## src/rtl/alu_seq_pkg.sv

```systemverilog
// Shared definitions for the ALU operand sequencer: FSM state encodings,
// ALU opcode values and flag bit positions within the {N,Z,C,V,P} vector.
package alu_seq_pkg;

  typedef enum logic [2:0] {
    ST_WAIT_A  = 3'd0,
    ST_WAIT_B  = 3'd1,
    ST_WAIT_OP = 3'd2,
    ST_EXEC    = 3'd3,
    ST_SHOW    = 3'd4
  } alu_seq_state_e;

  localparam logic [1:0] OP_SUB = 2'd0;
  localparam logic [1:0] OP_ADD = 2'd1;
  localparam logic [1:0] OP_OR  = 2'd2;
  localparam logic [1:0] OP_AND = 2'd3;

  localparam int FLG_N = 4;
  localparam int FLG_Z = 3;
  localparam int FLG_C = 2;
  localparam int FLG_V = 1;
  localparam int FLG_P = 0;

endpackage

```

## src/rtl/alu_operand_sequencer.sv

```systemverilog
// Collects A, B and opcode from switches, drives the external ALU and latches its
// result. Optional macro ALU_SEQ_CHAIN_EN: enter in SHOW feeds result back as A.
module alu_operand_sequencer
  import alu_seq_pkg::*;
#(
  parameter int M     = 8,
  parameter int CNT_W = 8
) (
  input  logic             clk,
  input  logic             rst_n,
  input  logic [M-1:0]     data_in,
  input  logic             enter,
  input  logic             undo,
  output logic [M-1:0]     alu_a,
  output logic [M-1:0]     alu_b,
  output logic [1:0]       alu_opcode,
  input  logic [M-1:0]     alu_result,
  input  logic [4:0]       alu_flags,
  output logic [M-1:0]     result,
  output logic [4:0]       flags,
  output logic             result_valid,
  output logic [2:0]       stage,
  output logic [M-1:0]     display,
  output logic [CNT_W-1:0] op_count
);

  alu_seq_state_e   state_q, state_d;
  logic [M-1:0]     a_q, a_d;
  logic [M-1:0]     b_q, b_d;
  logic [1:0]       op_q, op_d;
  logic [M-1:0]     res_q, res_d;
  logic [4:0]       flg_q, flg_d;
  logic             rv_q, rv_d;
  logic [CNT_W-1:0] cnt_q, cnt_d;

  always_ff @(posedge clk or negedge rst_n) begin
    if (!rst_n) begin
      state_q <= ST_WAIT_A;
      a_q     <= '0;
      b_q     <= '0;
      op_q    <= '0;
      res_q   <= '0;
      flg_q   <= '0;
      rv_q    <= 1'b0;
      cnt_q   <= '0;
    end else begin
      state_q <= state_d;
      a_q     <= a_d;
      b_q     <= b_d;
      op_q    <= op_d;
      res_q   <= res_d;
      flg_q   <= flg_d;
      rv_q    <= rv_d;
      cnt_q   <= cnt_d;
    end
  end

  // Undo always takes priority over a simultaneous enter.
  always_comb begin
    state_d = state_q;
    a_d     = a_q;
    b_d     = b_q;
    op_d    = op_q;
    res_d   = res_q;
    flg_d   = flg_q;
    rv_d    = rv_q;
    cnt_d   = cnt_q;
    case (state_q)
      ST_WAIT_A: begin
        if (!undo && enter) begin
          a_d     = data_in;
          state_d = ST_WAIT_B;
        end
      end
      ST_WAIT_B: begin
        if (undo) begin
          state_d = ST_WAIT_A;
        end else if (enter) begin
          b_d     = data_in;
          state_d = ST_WAIT_OP;
        end
      end
      ST_WAIT_OP: begin
        if (undo) begin
          state_d = ST_WAIT_B;
        end else if (enter) begin
          op_d    = data_in[1:0];
          state_d = ST_EXEC;
        end
      end
      ST_EXEC: begin
        res_d   = alu_result;
        flg_d   = alu_flags;
        rv_d    = 1'b1;
        cnt_d   = cnt_q + CNT_W'(1);
        state_d = ST_SHOW;
      end
      ST_SHOW: begin
        if (undo) begin
          rv_d    = 1'b0;
          state_d = ST_WAIT_OP;
        end else if (enter) begin
          rv_d    = 1'b0;
`ifdef ALU_SEQ_CHAIN_EN
          a_d     = res_q;
          state_d = ST_WAIT_B;
`else
          state_d = ST_WAIT_A;
`endif
        end
      end
      default: state_d = ST_WAIT_A;
    endcase
  end

  assign alu_a        = a_q;
  assign alu_b        = b_q;
  assign alu_opcode   = op_q;
  assign result       = res_q;
  assign flags        = flg_q;
  assign result_valid = rv_q;
  assign op_count     = cnt_q;
  assign stage        = state_q;
  assign display      = (state_q == ST_SHOW) ? res_q : data_in;

endmodule

```

## config.mk

```make
export PLATFORM = sky130hd
export DESIGN_NAME = alu_operand_sequencer
export DESIGN_NICKNAME = d
export VERILOG_FILES = /design/src/rtl/alu_seq_pkg.sv /design/src/rtl/alu_operand_sequencer.sv
export SDC_FILE = /design/constraint.sdc
export NUM_CORES = 1
export LEC_CHECK = 0
export ABC_AREA = 1
export ABC_CLOCK_PERIOD_IN_PS = 3600
export CAP_MARGIN = 15
export CORE_MARGIN = 2
export CORE_UTILIZATION = 47
export CTS_CLUSTER_DIAMETER = 150
export DETAILED_ROUTE_END_ITERATION = 8
export GPL_TIMING_DRIVEN = 0
export PLACE_DENSITY = 0.85
export SLEW_MARGIN = 0
export SYNTH_ARGS = -nofsm -noshare
export SYNTH_HDL_FRONTEND = slang
export SYNTH_SLANG_ARGS = --single-unit
export TNS_END_PERCENT = 10
```

## constraint.sdc

```tcl
create_clock -name clk -period 3.6 [get_ports clk]
set_input_delay 0.54 -clock clk [delete_from_list [all_inputs] [get_ports clk]]
set_output_delay 0.54 -clock clk [all_outputs]
set_load 0.03 [all_outputs]
```

# Yosys cells after proc, flatten, opt, wreduce, memory -nomap -nowiden
# Index checks and enable logic that the tools add are counted.
# totals
output_inout_bits,51
inputBits,25
register_bits,43
elab_cells,39
# op_classes
add_sub_neg,1
muxes,12
n_reduce_logical,9
eq_ne,8
bitwise_logic,1
# op_table
op,count
$mux 3,7
$pmux 3 s5,1
$ne 3x3->1 const B,3
$add 8x1->8 const B,1
$mux 8,1
$eq 3x2->1 const B,2
$reduce_and 3->1,2
$reduce_and 2->1,2
$reduce_and 4->1,1
$eq 3x1->1 const B,1
$eq 3x3->1 const B,1
$logic_not 3->1,1
$mux 1,2
$ne 2x2->1 const B,1
$pmux 1 s2,1
$reduce_bool 2->1,1
$logic_and 1x1->1,1
$logic_not 1->1,1
$not 1->1,1

# Longest topological paths before layout
# logic_depth
word_depth,4
depth_mapped,7
depth_no_buf,7

# Worst setup path before layout
# Ideal clock, no wire load.
# synth_path
path_kind,reg2out
startpoint,register state_q[1] (netlist: stage[1])
endpoint,output display[6]
t_required_ps,3060
arrival_time_ps,1580
n_path_buf,1
slack_ps,1480
stages_incl_launch_ff,6
cell_sequence,dfrtp_1 > nor2_4 > nand2_2 > buf_6 > nor2_1 > a21oi_1
# synth_between
elab_chain_len,2
# synth_lines
item,line,source
"start, declared",alu_operand_sequencer.sv:27,"alu_seq_state_e state_q, state_d;"
"start signal, assigned",alu_operand_sequencer.sv:47,state_q <= state_d;
$eq 3x3->1,alu_operand_sequencer.sv:124,assign display = (state_q == ST_SHOW) ? res_q : data_in;
$mux 8,alu_operand_sequencer.sv:124,
"end, declared",alu_operand_sequencer.sv:23,"output logic [M-1:0] display,"
# Every way passes these cells.

# Worst setup path after layout
# layout_path
startpoint,register state_q[1] (netlist: stage[1])
endpoint,output display[0]
# The elaborated chain is that of the path after synthesis.

==> impl_results.md <==
- Count of final max-slew check failures: 0
- Post-synthesis cell type count: 24
- Crit path launch type: flip-flop
- Drt via density: 4.893
- Max clock buf depth: 2
- Post-Synthesis Cells: 221
- Vias: 1737
- Initial antenna violation count: 0
- CTS Buf Count: 5
- Die area: 4665 um^2
- Finish-stage setup viols: 0
- HPWL Detailed: 3471 um
- CP delay by family, top: buffers and inverters
- DR pass1 iterations: 4
- RSZ-0062 raised after global routing: false
- # diodes: 0
- Largest net degree at the start of global routing: 36
- Cell area after synthesis: 1943 um^2
- VDD IR max: 537.3 uV
- CP endpoint kind: output pin
- Most common cell after layout, fill and taps aside: nand2_1
- CTS sink cnt: 43
- Static Leak: 1.422 nW
- Starting Density: 0.4858
- Initial DRC Count: 108
- Die width: 68.30 um
- CP Max Fanout: 10
- Routed WL per cell: 13.08 um
- Final core occ: 0.7179
- Setup bufs post-CTS: 0
- Max Freq: 368.1 MHz
- Layout area overhead: 47.78%
- Period utilization: 0.7546
- Fillers: 312
- Post-synth net total: 247
- CP Class: flip-flop to output pin
- CP max stage cell: clkdlybuf4s50_1
- Worst hold slack: 0.08837 ns
- Resized cells post-CTS: 0
- Latest clock arrival within the worst-skew pair: 0.30 ns
- Required time worst endpoint: 3.06 ns
- Crit-path cells: nor2_4 > nand2_2 > buf_6 > a21oi_1 > clkdlybuf4s50_1
- Final wirelength: 4642 um
- Min-Delay Path Class: input port to asynchronous set/reset pin
- Setup Slack @ Placement: 1.138 ns
- I/O Pins: 76
- Number of port buffers: 75
- Crit-path max cell delay: 0.69 ns
- # H-tree levels: 2
- WP buf/inv: 2
- Post-DRT Antenna Nets: 0
- Layout cells sized above 1: 0.1016
- GRT Resource Usage Total: 0.2193
- CTS tree: done
- Seq cells post-synth: 43
- Total power: 2.553 mW
- Worst Clk Skew: 0.005223 ns
- PD cells: 889.2 nW/um^2
- Root buf cell: clkbuf_8
- Max-cap violations: 0
- Final WS setup: 0.8836 ns
- Crit path arrival time: 2.18 ns
- Rows: 23
- Chip height: 68.30 um
- Clock transition at path regs: 0.08 ns
- Syn Area/Cell: 8.792 um^2
- # hold bufs at CTS: 0
- Core Region: 4000 um^2
- Worst slew pin tran: 0.3560 ns
- Overflow after GRT: 0
- Status: finished, final reports clean
- First-pass GRT wire length: 7486 um
- Setup TNS: 0 ns
- Final #Nets: 330
- Tmin final: 2.716 ns
- Register area share after synthesis: 0.5538
- GP Congestion: 0.7471
- Vias in the first global route: 1646
- Syn. warnings: 0
- Worst slew margin: 0.7619
- Commonest cells after routing, fill and taps aside: nand2_1, clkdlybuf4s50_1, dfrtp_1
- Fin. Hold Viols: 0
- Post-route DRC: 0
report_power, final:
group | leakage (nW) | internal [mW] | switching, mW
registers | 0.542 | 0.691 | 0.165
logic | 0.829 | 0.557 | 0.806
clock network | 0.0515 | 0.175 | 0.159
total | 1.42 | 1.42 | 1.13
through the flow:
step                instance area, um^2  cells
finish                             2872    355
global route                       2872    355
CTS                                2872    355
detailed placement                 2771    347
global placement                   2756    346
floorplan                          1943    221
synth_stat cells (all sizes together):
| library cell | instances | area, um^2 |
|---|---|---|
| nand2 | 87 | 339.1 |
| dfrtp | 43 | 1076 |
| inv | 20 | 75.07 |
| o21ai | 19 | 95.09 |
| nor2 | 16 | 88.83 |
| nand3 | 12 | 77.58 |
| a21oi | 9 | 45.04 |
| buf | 6 | 60.05 |
| nand4 | 3 | 18.77 |
| xnor2 | 2 | 25.03 |
| xor2 | 2 | 17.52 |
| ha | 1 | 12.51 |
| o31ai | 1 | 12.51 |
area by class of cell:
| cell class | instances | area, um^2 | area share |
|---|---|---|---|
| well taps | 50 | 62.56 | 0.02179 |
| multi-input cells | 152 | 732.0 | 0.2549 |
| clock buffers | 8 | 100.1 | 0.03486 |
| plain buffers | 6 | 60.06 | 0.02092 |
| repair buffers | 76 | 765.7 | 0.2667 |
| flip-flops and latches | 43 | 1076 | 0.3747 |
| inverters | 20 | 75.07 | 0.02614 |
routing by layer:
layer / GRT usage / part of all wire / up-vias
met2: 0.3459 / 0.48 / 62
met4: 0.06000 / 0.011 / 0
met5: 0 / 0 / -
met3: 0.08553 / 0.087 / 5
li1: - / - / 857
met1: 0.2819 / 0.43 / 813
state kept, by name, summed over array words and instances, names as in the netlist:
signal	flops
alu_opcode	2
stage	3
flags	5
result_valid	1
result	8
alu_a	8
alu_b	8
op_count	8
final timing paths:
kind,startpoint,to,slack [ns],cells past startpoint
min in group clk,flags[0],flags[0],0.48,2
min reg2reg,flags[0],flags[0],0.48,2
max reg2reg,stage[1],alu_a[6],2.29,5
max,stage[1],display[0],0.88,5
min,rst_n,op_count[2],0.09,1
max in group asynchronous,rst_n,alu_b[5],3.07,2
cell families (layout without fill, tap and decap cells):
| group | count (synthesis) | in the layout | synth area share |
|---|---|---|---|
| and+or+nand+nor | 118 | 118 | 0.2698 |
| adders and majority gates | 1 | 1 | 0.006438 |
| xor gates and xnor gates | 4 | 4 | 0.02190 |
| AOI/OAI and AO/OA | 29 | 29 | 0.07855 |
| DFF | 43 | 43 | 0.5538 |
| buffers and inverters | 26 | 110 | 0.06954 |
No activity file was read; power rests on OpenSTA's default activity.
